--- src/rtl/mem_port_arbiter_pkg.sv ---
`default_nettype none
//============================================================================
// Module      : mem_port_arbiter_pkg
// Description : Shared types and constants for the two-port memory arbiter.
// Revision    : 1.0 - initial release
//============================================================================
package mem_port_arbiter_pkg;

    // Default busy-cycle count at which the timeout flag sets
    localparam int c_timeout_default = 20;
    // Default and widest supported address width (width of req_t.addr)
    localparam int c_aw_default      = 32;
    localparam int c_aw_max          = 32;
    // Data bus width
    localparam int c_dw              = 32;
    // Width of the saturating busy-cycle counter
    localparam int c_cnt_w           = 5;

    // Arbiter FSM states
    typedef enum logic [0:0] {
        IDLE = 1'b0,
        BUSY = 1'b1
    } state_t;

    // One requester's command as seen by the arbiter
    typedef struct packed {
        logic                rd;
        logic                wr;
        logic [c_aw_max-1:0] addr;
        logic [c_dw-1:0]     wdata;
    } req_t;

endpackage
`default_nettype wire

--- src/rtl/mem_port_arbiter_if.sv ---
`default_nettype none
//============================================================================
// Module      : mem_port_arbiter_if
// Description : Bundle of the two requester ports, the memory-system port
//               and the arbiter status signals.
// Revision    : 1.0 - initial release
//============================================================================
interface mem_port_arbiter_if #(
    parameter int AW = 32
);
    // Port 0 (fetch)
    logic          p0_rd;
    logic          p0_wr;
    logic [AW-1:0] p0_addr;
    logic [31:0]   p0_wdata;
    logic [31:0]   p0_rdata;
    logic          p0_done;
    logic          p0_hit;
    // Port 1 (data)
    logic          p1_rd;
    logic          p1_wr;
    logic [AW-1:0] p1_addr;
    logic [31:0]   p1_wdata;
    logic [31:0]   p1_rdata;
    logic          p1_done;
    logic          p1_hit;
    // Memory system
    logic [AW-1:0] mem_addr;
    logic [31:0]   mem_wdata;
    logic          mem_rd;
    logic          mem_wr;
    logic [31:0]   mem_rdata;
    logic          mem_done;
    logic          mem_stall;
    logic          mem_hit;
    // Status
    logic          grant;
    logic          busy;
    logic          err_timeout;
    logic          err_proto;

    // Arbiter side
    modport slave (
        input  p0_rd, p0_wr, p0_addr, p0_wdata,
        output p0_rdata, p0_done, p0_hit,
        input  p1_rd, p1_wr, p1_addr, p1_wdata,
        output p1_rdata, p1_done, p1_hit,
        output mem_addr, mem_wdata, mem_rd, mem_wr,
        input  mem_rdata, mem_done, mem_stall, mem_hit,
        output grant, busy, err_timeout, err_proto
    );

    // Environment side: requesters plus memory system
    modport master (
        output p0_rd, p0_wr, p0_addr, p0_wdata,
        input  p0_rdata, p0_done, p0_hit,
        output p1_rd, p1_wr, p1_addr, p1_wdata,
        input  p1_rdata, p1_done, p1_hit,
        input  mem_addr, mem_wdata, mem_rd, mem_wr,
        output mem_rdata, mem_done, mem_stall, mem_hit,
        input  grant, busy, err_timeout, err_proto
    );

endinterface
`default_nettype wire

--- src/rtl/mem_port_arbiter_rr_pick2.sv ---
`default_nettype none
//============================================================================
// Module      : rr_pick2
// Description : Two-way round-robin winner select. A lone requester wins;
//               on a tie the port that was not granted last wins.
// Revision    : 1.0 - initial release
//============================================================================
module rr_pick2 (
    input  logic i_req0,
    input  logic i_req1,
    input  logic i_last_grant,
    output logic o_winner,
    output logic o_valid
);

    // Pick the winner from the two request bits and the previous owner
    always_comb begin
        o_valid  = i_req0 | i_req1;
        o_winner = 1'b0;
        if (i_req0 && i_req1) begin
            o_winner = ~i_last_grant;
        end else if (i_req1) begin
            o_winner = 1'b1;
        end
    end

endmodule
`default_nettype wire

--- src/rtl/mem_port_arbiter.sv ---
`default_nettype none
//============================================================================
// Module      : mem_port_arbiter
// Description : Round-robin arbiter sharing one memory-system port between
//               a fetch port (0) and a data port (1). One transaction is in
//               flight at a time; completion is routed back combinationally.
// Revision    : 1.0 - initial release
//============================================================================
module mem_port_arbiter
    import mem_port_arbiter_pkg::*;
#(
    parameter int TIMEOUT = c_timeout_default,
    parameter int AW      = c_aw_default
) (
    input  logic              clk,
    input  logic              rst,
    mem_port_arbiter_if.slave bus
);

    state_t               r_state;
    state_t               w_state_nxt;

    req_t                 w_req0;
    req_t                 w_req1;
    req_t                 w_sel;
    logic                 w_winner;
    logic                 w_any;
    logic                 w_accept;
    logic                 w_done;

    logic                 r_last_grant;
    logic                 r_grant;
    logic                 r_rd;
    logic                 r_wr;
    logic [AW-1:0]        r_addr;
    logic [c_dw-1:0]      r_wdata;
    logic [c_cnt_w-1:0]   r_cnt;
    logic [c_cnt_w-1:0]   w_cnt_inc;
    logic                 w_to_hit;
    logic                 r_err_timeout;
    logic                 r_err_proto;

    // Gather each requester's command into the common request record
    always_comb begin
        w_req0       = '0;
        w_req0.rd    = bus.p0_rd;
        w_req0.wr    = bus.p0_wr;
        w_req0.addr  = c_aw_max'(bus.p0_addr);
        w_req0.wdata = bus.p0_wdata;
        w_req1       = '0;
        w_req1.rd    = bus.p1_rd;
        w_req1.wr    = bus.p1_wr;
        w_req1.addr  = c_aw_max'(bus.p1_addr);
        w_req1.wdata = bus.p1_wdata;
    end

    rr_pick2 u_pick (
        .i_req0       (w_req0.rd | w_req0.wr),
        .i_req1       (w_req1.rd | w_req1.wr),
        .i_last_grant (r_last_grant),
        .o_winner     (w_winner),
        .o_valid      (w_any)
    );

    // Winner's command, acceptance and completion qualifiers
    always_comb begin
        w_sel     = w_winner ? w_req1 : w_req0;
        w_accept  = (r_state == IDLE) && !bus.mem_stall && w_any;
        w_done    = (r_state == BUSY) && bus.mem_done;
        w_cnt_inc = (r_cnt == '1) ? r_cnt : r_cnt + 1'b1;
        w_to_hit  = (32'(w_cnt_inc) == 32'(TIMEOUT));
    end

    // State register
    always_ff @(posedge clk) begin
        if (!rst) begin
            r_state <= IDLE;
        end else begin
            r_state <= w_state_nxt;
        end
    end

    // Next state and all bus-facing outputs
    always_comb begin
        w_state_nxt     = r_state;
        bus.mem_rd      = 1'b0;
        bus.mem_wr      = 1'b0;
        bus.mem_addr    = '0;
        bus.mem_wdata   = '0;
        bus.p0_done     = 1'b0;
        bus.p0_rdata    = '0;
        bus.p0_hit      = 1'b0;
        bus.p1_done     = 1'b0;
        bus.p1_rdata    = '0;
        bus.p1_hit      = 1'b0;
        bus.busy        = 1'b0;
        bus.grant       = r_last_grant;
        bus.err_timeout = r_err_timeout;
        bus.err_proto   = r_err_proto;
        case (r_state)
            IDLE: begin
                if (w_accept) begin
                    w_state_nxt = BUSY;
                end
            end
            BUSY: begin
                bus.busy      = 1'b1;
                bus.grant     = r_grant;
                bus.mem_rd    = r_rd;
                bus.mem_wr    = r_wr;
                bus.mem_addr  = r_addr;
                bus.mem_wdata = r_wdata;
                // Completion and read data go only to the owner, only while done
                if (!r_grant) begin
                    bus.p0_done  = bus.mem_done;
                    bus.p0_rdata = bus.mem_done ? bus.mem_rdata : '0;
                    bus.p0_hit   = bus.mem_done & bus.mem_hit;
                end else begin
                    bus.p1_done  = bus.mem_done;
                    bus.p1_rdata = bus.mem_done ? bus.mem_rdata : '0;
                    bus.p1_hit   = bus.mem_done & bus.mem_hit;
                end
                if (bus.mem_done) begin
                    w_state_nxt = IDLE;
                end
            end
            default: begin
                w_state_nxt = IDLE;
            end
        endcase
    end

    // Transaction capture, owner history, busy counter and sticky errors
    always_ff @(posedge clk) begin
        if (!rst) begin
            r_last_grant  <= 1'b1;
            r_grant       <= 1'b0;
            r_rd          <= 1'b0;
            r_wr          <= 1'b0;
            r_addr        <= '0;
            r_wdata       <= '0;
            r_cnt         <= '0;
            r_err_timeout <= 1'b0;
            r_err_proto   <= 1'b0;
        end else begin
            if (w_accept) begin
                r_grant <= w_winner;
                r_rd    <= w_sel.rd;
                // A simultaneous rd+wr is demoted to a plain read
                r_wr    <= w_sel.wr & ~w_sel.rd;
                r_addr  <= AW'(w_sel.addr);
                r_wdata <= w_sel.wdata;
                r_cnt   <= '0;
                if (w_sel.rd && w_sel.wr) begin
                    r_err_proto <= 1'b1;
                end
            end else if ((r_state == BUSY) && !bus.mem_done) begin
                r_cnt <= w_cnt_inc;
                // Flag only; the transaction keeps waiting for mem_done
                if (w_to_hit) begin
                    r_err_timeout <= 1'b1;
                end
            end
            if (w_done) begin
                r_last_grant <= r_grant;
            end
        end
    end

endmodule
`default_nettype wire

--- src/flat_wrapper.sv ---
// flat-port wrapper written by rule: the top's interface ports become plain ports
module mem_port_arbiter_flat import mem_port_arbiter_pkg::*;
#(
    parameter int TIMEOUT = c_timeout_default,
    parameter int AW      = c_aw_default
)
  (clk, rst, bus_p0_rd, bus_p0_wr, bus_p0_addr, bus_p0_wdata, bus_p0_rdata, bus_p0_done, bus_p0_hit, bus_p1_rd, bus_p1_wr, bus_p1_addr, bus_p1_wdata, bus_p1_rdata, bus_p1_done, bus_p1_hit, bus_mem_addr, bus_mem_wdata, bus_mem_rd, bus_mem_wr, bus_mem_rdata, bus_mem_done, bus_mem_stall, bus_mem_hit, bus_grant, bus_busy, bus_err_timeout, bus_err_proto);
  mem_port_arbiter_if #(.AW(AW)) bus_i ();
  input  logic clk;
  input  logic rst;
  input wire logic [$bits(bus_i.p0_rd)-1:0] bus_p0_rd;
  input wire logic [$bits(bus_i.p0_wr)-1:0] bus_p0_wr;
  input wire logic [$bits(bus_i.p0_addr)-1:0] bus_p0_addr;
  input wire logic [$bits(bus_i.p0_wdata)-1:0] bus_p0_wdata;
  output wire logic [$bits(bus_i.p0_rdata)-1:0] bus_p0_rdata;
  output wire logic [$bits(bus_i.p0_done)-1:0] bus_p0_done;
  output wire logic [$bits(bus_i.p0_hit)-1:0] bus_p0_hit;
  input wire logic [$bits(bus_i.p1_rd)-1:0] bus_p1_rd;
  input wire logic [$bits(bus_i.p1_wr)-1:0] bus_p1_wr;
  input wire logic [$bits(bus_i.p1_addr)-1:0] bus_p1_addr;
  input wire logic [$bits(bus_i.p1_wdata)-1:0] bus_p1_wdata;
  output wire logic [$bits(bus_i.p1_rdata)-1:0] bus_p1_rdata;
  output wire logic [$bits(bus_i.p1_done)-1:0] bus_p1_done;
  output wire logic [$bits(bus_i.p1_hit)-1:0] bus_p1_hit;
  output wire logic [$bits(bus_i.mem_addr)-1:0] bus_mem_addr;
  output wire logic [$bits(bus_i.mem_wdata)-1:0] bus_mem_wdata;
  output wire logic [$bits(bus_i.mem_rd)-1:0] bus_mem_rd;
  output wire logic [$bits(bus_i.mem_wr)-1:0] bus_mem_wr;
  input wire logic [$bits(bus_i.mem_rdata)-1:0] bus_mem_rdata;
  input wire logic [$bits(bus_i.mem_done)-1:0] bus_mem_done;
  input wire logic [$bits(bus_i.mem_stall)-1:0] bus_mem_stall;
  input wire logic [$bits(bus_i.mem_hit)-1:0] bus_mem_hit;
  output wire logic [$bits(bus_i.grant)-1:0] bus_grant;
  output wire logic [$bits(bus_i.busy)-1:0] bus_busy;
  output wire logic [$bits(bus_i.err_timeout)-1:0] bus_err_timeout;
  output wire logic [$bits(bus_i.err_proto)-1:0] bus_err_proto;
  assign bus_i.p0_rd = bus_p0_rd;
  assign bus_i.p0_wr = bus_p0_wr;
  assign bus_i.p0_addr = bus_p0_addr;
  assign bus_i.p0_wdata = bus_p0_wdata;
  assign bus_p0_rdata = bus_i.p0_rdata;
  assign bus_p0_done = bus_i.p0_done;
  assign bus_p0_hit = bus_i.p0_hit;
  assign bus_i.p1_rd = bus_p1_rd;
  assign bus_i.p1_wr = bus_p1_wr;
  assign bus_i.p1_addr = bus_p1_addr;
  assign bus_i.p1_wdata = bus_p1_wdata;
  assign bus_p1_rdata = bus_i.p1_rdata;
  assign bus_p1_done = bus_i.p1_done;
  assign bus_p1_hit = bus_i.p1_hit;
  assign bus_mem_addr = bus_i.mem_addr;
  assign bus_mem_wdata = bus_i.mem_wdata;
  assign bus_mem_rd = bus_i.mem_rd;
  assign bus_mem_wr = bus_i.mem_wr;
  assign bus_i.mem_rdata = bus_mem_rdata;
  assign bus_i.mem_done = bus_mem_done;
  assign bus_i.mem_stall = bus_mem_stall;
  assign bus_i.mem_hit = bus_mem_hit;
  assign bus_grant = bus_i.grant;
  assign bus_busy = bus_i.busy;
  assign bus_err_timeout = bus_i.err_timeout;
  assign bus_err_proto = bus_i.err_proto;
  mem_port_arbiter #(.TIMEOUT(TIMEOUT), .AW(AW)) u_core (.clk(clk), .rst(rst), .bus(bus_i));
endmodule
--- config.mk ---
export PLATFORM = sky130hd
export DESIGN_NAME = mem_port_arbiter_flat
export DESIGN_NICKNAME = d
export VERILOG_FILES = /design/src/rtl/mem_port_arbiter_pkg.sv /design/src/rtl/mem_port_arbiter_if.sv /design/src/rtl/mem_port_arbiter_rr_pick2.sv /design/src/rtl/mem_port_arbiter.sv /design/src/flat_wrapper.sv
export SDC_FILE = /design/constraint.sdc
export NUM_CORES = 1
export LEC_CHECK = 0
export ABC_AREA = 0
export CORE_AREA = 2 2 120 122
export CTS_CLUSTER_SIZE = 40
export DETAILED_ROUTE_END_ITERATION = 7
export DIE_AREA = 0 0 122 124
export PLACE_DENSITY = 0.76
export SYNTH_ARGS = -nofsm -noshare
export SYNTH_HDL_FRONTEND = slang
export SYNTH_SLANG_ARGS = --single-unit
--- constraint.sdc ---
create_clock -name clk -period 5 [get_ports clk]
set_clock_uncertainty 0.2 [all_clocks]
set_input_delay 1.5 -clock clk [delete_from_list [all_inputs] [get_ports clk]]
set_output_delay 1.5 -clock clk [all_outputs]
set_load 0.01 [all_outputs]
-- After elaboration in Yosys (flattened, before gate mapping)
Index checks and enable logic that the tools add are counted.
- add/sub/neg operators: 1
- eq/ne operators: 2
- mux-type cells: 26
- bitwise operators: 10
- reduce and logical (&&, ||, !) cells: 11
- operators by type and width (cell ; number):
    32-bit 2-to-1 mux ; 7
    66-bit 2-to-1 mux ; 1
    1-bit 2-to-1 mux ; 16
    5-bit == test, second input constant ; 2
    1-bit logical AND ; 6
    5-bit by 1-bit adder with 5-bit output, second input constant ; 1
    5-bit 2-to-1 mux ; 1
    1-bit inverter ; 5
    1-bit OR ; 3
    3-bit AND reduction ; 1
    1-bit bitwise AND ; 2
    1-bit zero test ; 2
    1-bit one-hot mux with 2 select lines ; 1
    2-bit AND reduction ; 1
    2-bit OR reduction ; 1
- flip-flop bits (word level): 76
- bits of input ports: 169
- output and inout port bits: 138
- word-level logic and storage cells: 60

-- Longest topological paths before layout
Gate-level depths: netlist of run 1.
- depth in word-level cells: 6
- gate-level depth with buffers: 6
- depth with buffers taken out: 5

-- Modules after synthesis
From an unflattened synthesis of run 1, not the netlist that was laid out.
- cell total of the unflattened synthesis: 502
- area total of the unflattened synthesis: 4409.2 µm²
- modules (own cells, without submodules) (module ; times used ; cells an instance ; area an instance (µm²)):
    mem_port_arbiter ; 1 ; 500 ; 4395.5
    rr_pick2 ; 1 ; 2 ; 13.8

-- Worst setup path after synthesis of run 1
Ideal clock, no wire load.
- kind: in2out
- start: input bus_mem_done
- end: output bus_p1_rdata[10]
- data arrival time: 2.203 ns
- required time: 3.300 ns
- path slack: 1.097 ns
- cell stages on the path: 4
- path buffers: 2
- cell sequence: and3_1 > clkbuf_1 > clkbuf_1 > and2_1
- word-level cells in the longest chain between the ends: 3
- RTL lines (item ; line ; source):
    start, declared ; flat_wrapper.sv:30 ; input wire logic [$bits(bus_i.mem_done)-1:0] bus_mem_done;
    32-bit 2-to-1 mux ; mem_port_arbiter.sv:120 ; bus.p1_rdata = bus.mem_done ? bus.mem_rdata : '0;
    32-bit 2-to-1 mux ; mem_port_arbiter.sv:114 ; if (!r_grant) begin
    32-bit 2-to-1 mux ; mem_port_arbiter.sv:100 ; case (r_state)
    end, declared ; flat_wrapper.sv:22 ; output wire logic [$bits(bus_i.p1_rdata)-1:0] bus_p1_rdata;
No other way between the ends.

-- Final worst setup path of run 1
- start: input bus_mem_done
- end: output bus_p1_rdata[17]
The elaborated chain is that of the path after synthesis.

==> results.yml, run 1 <==
status:
  outcome: "finished clean"
routing:
  drt_iter0_drc: 115
  routed_wl_mm: 15.16
  route.met2.wl_mm: 7.626
  wl_met1_mm: 5.730
  vias: 4666
  viasPerCell: 4.825
  detail_route.wl_per_cell_um: 15.68
  drt_pass1_iterations: 6
  ant_nets: 0
  drcViolationCount: 0
  routed.top_layer: "met4"
  wl_met3_mm: 1.560
worst_setup_path:
  endpoint_kind: "primary output"
  worstPathArrival_ns: 3.19
  worst_ep_required_time_ns: 3.30
  cp_max_fo: 35
  worstSetupPathType: "in -> out"
  worstSetupStartpointType: "input pin"
timing:
  fmax_ghz: 0.2046
  grt_setup_unrepaired: "no"
  drv_slew: 0
  finalHoldViolCount: 0
  fin_crit_ns: 4.887
  slew_headroom_pct: 23.32
  fin_tns_setup_ns: 0
  tightest_slew_ns: 1.150
  fin_crit_sh_pct: 97.73
  holdWs_ns: 0.2516
  setup_violations: 0
global_routing:
  grt_pass1_vias: 4473
  grt_pass1_wl_mm: 22.52
  grt_start_max_net_pins: 77
  grt-ovfl-total: 0
  grt_antenna_before_repair: 0
  grt_usage_pct: 19.03
clock_network:
  cts_resized: 0
  cts.path.max_buffers: 2
  cts-root-buf: "clkbuf_16"
  tritoncts: "built"
  cts_setup_buffers: 0
  hold_buffers: 0
  cts_inserted_buffers: 9
  cts.sinks: 76
  path_clk_slew_ns: 0.06
  htreeDepth: 3
  insertion_delay_ns: 0.32
die:
  start_util_pct: 31.26
  dieArea_um2: 15130
  ioPinCount: 307
  rows: 43
  die_h_um: 124
  coreArea_um2: 13720
  die_w_um: 122
finish:
  fin_nets: 952
  diodes: 0
  syn_to_final_growth_pct: 79.55
  layout_commonest_cell: "clkdlybuf4s50_1"
  final_cell_mix: "clkdlybuf4s50_1 (304), and2_1 (134), dfxtp_1 (75)"
  nFillCells: 1220
  drive_gt1_share_pct: 4.193
  final_util_pct: 56.13
  stdcell_count: 967
synth:
  synth_cell_types: 38
  ys_seq_area_share_pct: 35.47
  yosysTopAreaCell: "dfxtp_1"
  syn_area_um2: 4289
  syn_inst: 504
  yosys_warnings: 0
  syn_avg_cell_area_um2: 8.510
  synth_top_area_share_pct: 35.47
  synth_area_leaders: "dfxtp_1 (35%), and2_1 (20%), mux2i_1 (15%)"
  synth_seq_cells: 76
  synthesis.nets: 674
placement:
  gp_congestion: 0.7572
  dp_cells: 951
  dp_hpwl_mm: 11.87
  numPortBuffers: 306
hold_path:
  min_path_type: "reg -> reg"
job:
  maxCapViolCount: 0
power_and_ir_drop:
  power_density_nw_per_um2: 233.8
  p_leak_nw: 3.169
  vdd_drop_max_uv: 175.7
## stage by stage
stage          power (mW)  worst slack [ns]  cell area (um2)
6_report            1.800            0.1134             7701
5_1_grt             1.889           0.02546             7701
4_1_cts             1.823            0.1025             7701
3_5_place_dp        1.122            0.1189             7382
3_3_place_gp        1.111            0.1045             7382
2_1_floorplan      0.8904             1.097             4289
## path summary, 6_finish.rpt
kind	startpoint	end	slack, ns	cells past startpoint
setup reg to reg	u_core.r_state	u_core.r_cnt[0]	2.61	5
setup / recovery	bus_mem_done	bus_p1_rdata[17]	0.11	5
hold / removal	u_core.r_wr	u_core.r_wr	0.25	2
hold reg to reg	u_core.r_wr	u_core.r_wr	0.25	2
## report_power, final
group	switching, mW	internal [mW]
sequential	0.0290	0.658
clock	0.243	0.450
combinational	0.171	0.249
total	0.443	1.36
## per-layer routing
| metal | GRT usage (%) | up-vias |
|---|---|---|
| met5 | 0 | - |
| li1 | - | 2303 |
| met1 | 20.85 | 2127 |
| met2 | 34.81 | 217 |
| met4 | 5.388 | 0 |
| met3 | 6.593 | 19 |
## state kept, by name, indices dropped and copies added (netlist names)
signal	cells
u_core.bus.err_proto	1
u_core.r_addr	32
u_core.r_wdata	32
u_core.r_last_grant	1
u_core.r_grant	1
u_core.r_cnt	5
u_core.r_rd	1
u_core.r_wr	1
u_core.r_state	1
u_core.bus.err_timeout	1
## final cells by class
cell class	count	area [um2]	area share [%]
well taps	180	225.2	2.924
flip-flops and latches	76	1523	19.77
inverters	1	3.754	0.04874
clock inverters	4	72.57	0.9423
clock buffers	12	246.5	3.201
multi-input cells	380	2502	32.49
repair buffers	314	3128	40.62
## synth_stat cells
master     number
and3b_1         1
a21oi_1        69
o21ai_0        30
and3_1          1
or2_0           1
a41oi_1         2
o21a_1          2
nand2_1         9
a31o_2          1
o2111ai_1       1
ha_1            1
clkbuf_1       23
nand2b_1        1
o21ai_1        35
and2_1        134
nor2b_1         1
a21boi_0        2
xnor2_1         1
buf_2          12
buf_6          11
mux2i_1        66
nor2_1          4
nand4_1         2
nor3_2          2
o21ai_2         1
a211oi_1        1
dfxtp_1        76
mux2_2          2
nor4_2          1
inv_1           1
o32a_1          1
or3_4           1
clkbuf_2        1
a21boi_1        1
xor2_1          1
a31oi_1         1
o31ai_1         1
nand3_1         3
## critical path, cell delays in order
cell and delay (ns):
clkdlybuf4s50_1 0.50, and3_1 0.21, buf_12 0.18, and2_1 0.22
clkdlybuf4s50_1 0.57
## cell families (layout without fill, tap and decap cells)
| logic type | Yosys count | count (layout) | synth area share (%) |
|---|---|---|---|
| DFF | 76 | 76 | 35.47 |
| muxes | 68 | 68 | 15.93 |
| xor gates and xnor gates | 2 | 2 | 0.4085 |
| and+or+nand+nor | 161 | 161 | 23.13 |
| adders and majority gates | 1 | 1 | 0.2917 |
| AOI/OAI and AO/OA | 148 | 148 | 18.26 |
| buffers and inverters | 48 | 331 | 6.505 |
No activity file was read; power rests on OpenSTA's default activity.
==> run 2, diff against run 1 <==
Settings changed: CTS_CLUSTER_DIAMETER set to 40.
==> results of run 2 <==
The final DEF is identical to that of run 1; final timing and power are the same.
==> run 3, diff against run 2 <==
Settings changed: CTS_CLUSTER_SIZE 40 to 24.
Clock period 5 ns to 5.73 ns, I/O delays scaled along.
==> results.yml, run 3 (synthesis results as in run 1) <==
clock_network:
  cts_setup_buffers: 0
  tritoncts: "built"
  cts.sinks: 76
  htreeDepth: 3
  cts_inserted_buffers: 9
  cts_resized: 0
  insertion_delay_ns: 0.33
  path_clk_slew_ns: 0.06
  cts.path.max_buffers: 2
  hold_buffers: 0
  cts-root-buf: "clkbuf_16"
worst_setup_path:
  worstSetupStartpointType: "input pin"
  crit_chain: "clkdlybuf4s50_1 > nand2_1 > nor2_1 > buf_4 > and2_1 > clkdlybuf4s50_1"
  worstSetupPathType: "in -> out"
  slowest_stage: "clkdlybuf4s50_1"
  cp_max_fo: 34
  endpoint_kind: "primary output"
  cpMostUsedCell: "clkdlybuf4s50_1"
  worstPathArrival_ns: 3.39
  worst_ep_required_time_ns: 3.81
  max_stage_delay_ns: 0.53
  reg2reg_depth: 5
finish:
  final_util_pct: 55.60
  fin_nets: 952
  nFillCells: 1224
  diodes: 0
  syn_to_final_growth_pct: 77.83
  largestRegisters: "u_core.r_addr x32, u_core.r_wdata x32, u_core.r_cnt x5"
  multiInputGateArea_um2: 2502
  drive_gt1_share_pct: 4.076
  final_cell_mix: "clkdlybuf4s50_1 (304), and2_1 (134), dfxtp_1 (75)"
  regArea_um2: 1523
  layout_commonest_cell: "clkdlybuf4s50_1"
global_routing:
  grt_usage_pct: 18.74
  grt_antenna_before_repair: 0
  grt_pass1_vias: 4309
  grt_start_max_net_pins: 77
  grt_pass1_wl_mm: 21.88
  grt-ovfl-total: 0
placement:
  gp_congestion: 0.8179
  pre_cts_ws_ns: 0.4076
  dp_hpwl_mm: 11.49
  numPortBuffers: 306
power_and_ir_drop:
  vdd_drop_max_uv: 128.1
  power_density_nw_per_um2: 192.0
  p_leak_nw: 3.145
routing:
  drt_iter0_drc: 134
  vias: 4581
  ant_nets: 0
  viasPerCell: 4.747
  routed_wl_mm: 14.94
  detail_route.wl_per_cell_um: 15.48
  drt_pass1_iterations: 5
  drcViolationCount: 0
status:
  outcome: "finished clean"
timing:
  fmax_ghz: 0.1882
  drv_slew: 0
  tightest_slew_ns: 1.220
  setup_ws_ns: 0.4163
  grt_setup_unrepaired: "no"
  fin_crit_ns: 5.314
  setup_violations: 0
  finalHoldViolCount: 0
  slew_headroom_pct: 18.66
  fin_crit_sh_pct: 92.73
  fin_tns_setup_ns: 0
hold_path:
  holdPathStages: 2
  min_path_type: "reg -> reg"
die:
  dieArea_um2: 15130
  die_w_um: 122
  start_util_pct: 31.26
  rows: 43
  die_h_um: 124
  ioPinCount: 307
  coreArea_um2: 13720
job:
  maxCapViolCount: 0
==> run 3: cell types whose count changed in the layout (fill, tap and decap cells not counted), sizes merged <==
cell	delta
bufinv	-2
clkinv	+2
clkbuf	-1
clkinvlp	-1
==> run 3: path summary, 6_finish.rpt <==
path                                        startpoint                endpoint  slack [ns]
worst max-delay path                      bus_mem_done         bus_p0_rdata[1]        0.42
worst min-delay path            u_core.bus.err_timeout  u_core.bus.err_timeout        0.26
worst max register to register     u_core.r_last_grant      u_core.r_wdata[15]        3.66
worst min register to register  u_core.bus.err_timeout  u_core.bus.err_timeout        0.26
==> run 3: area by class of cell <==
type | instances | share of cell area, %
Clock buffer | 11 | 3.182
Clock inverter | 3 | 0.1969
Inverter | 1 | 0.04921
Multi-Input combinational cell | 380 | 32.81
Sequential cell | 76 | 19.96
Tap cell | 180 | 2.953
Timing Repair Buffer | 314 | 40.85
==> run 3: power by group <==
part	total, mW	switching (mW)	internal (mW)
clock network	0.501	0.204	0.297
registers	0.599	0.0250	0.574
logic	0.364	0.147	0.217
==> run 3: per-stage QoR <==
step | std cells | area [um2] | hold slack, ns | power (mW)
5_1_grt | 965 | 7627 | 0.2844 | 1.538
3_5_place_dp | 951 | 7370 | 0.2542 | 0.9757
2_1_floorplan | 504 | 4289 | 0.2295 | 0.7770
4_1_cts | 965 | 7627 | 0.2659 | 1.487
6_report | 965 | 7627 | 0.2631 | 1.464
3_3_place_gp | 951 | 7370 | 0.2568 | 0.9674
==> run 3: metal layers <==
layer	routed length (um)	part of all wire, %	global-route usage [%]	up-vias
met4	387	2.6	8.405	0
met5	0	0	0	-
met1	5636	38	20.41	2053
met2	7289	49	32.89	214
li1	-	-	-	2290
met3	1628	11	6.502	24
==> run 3: worst max-delay path: cells and delay by family <==
kind          cells  cell delay (ns)
buf+inv           3             1.30
simple gates      3             0.37
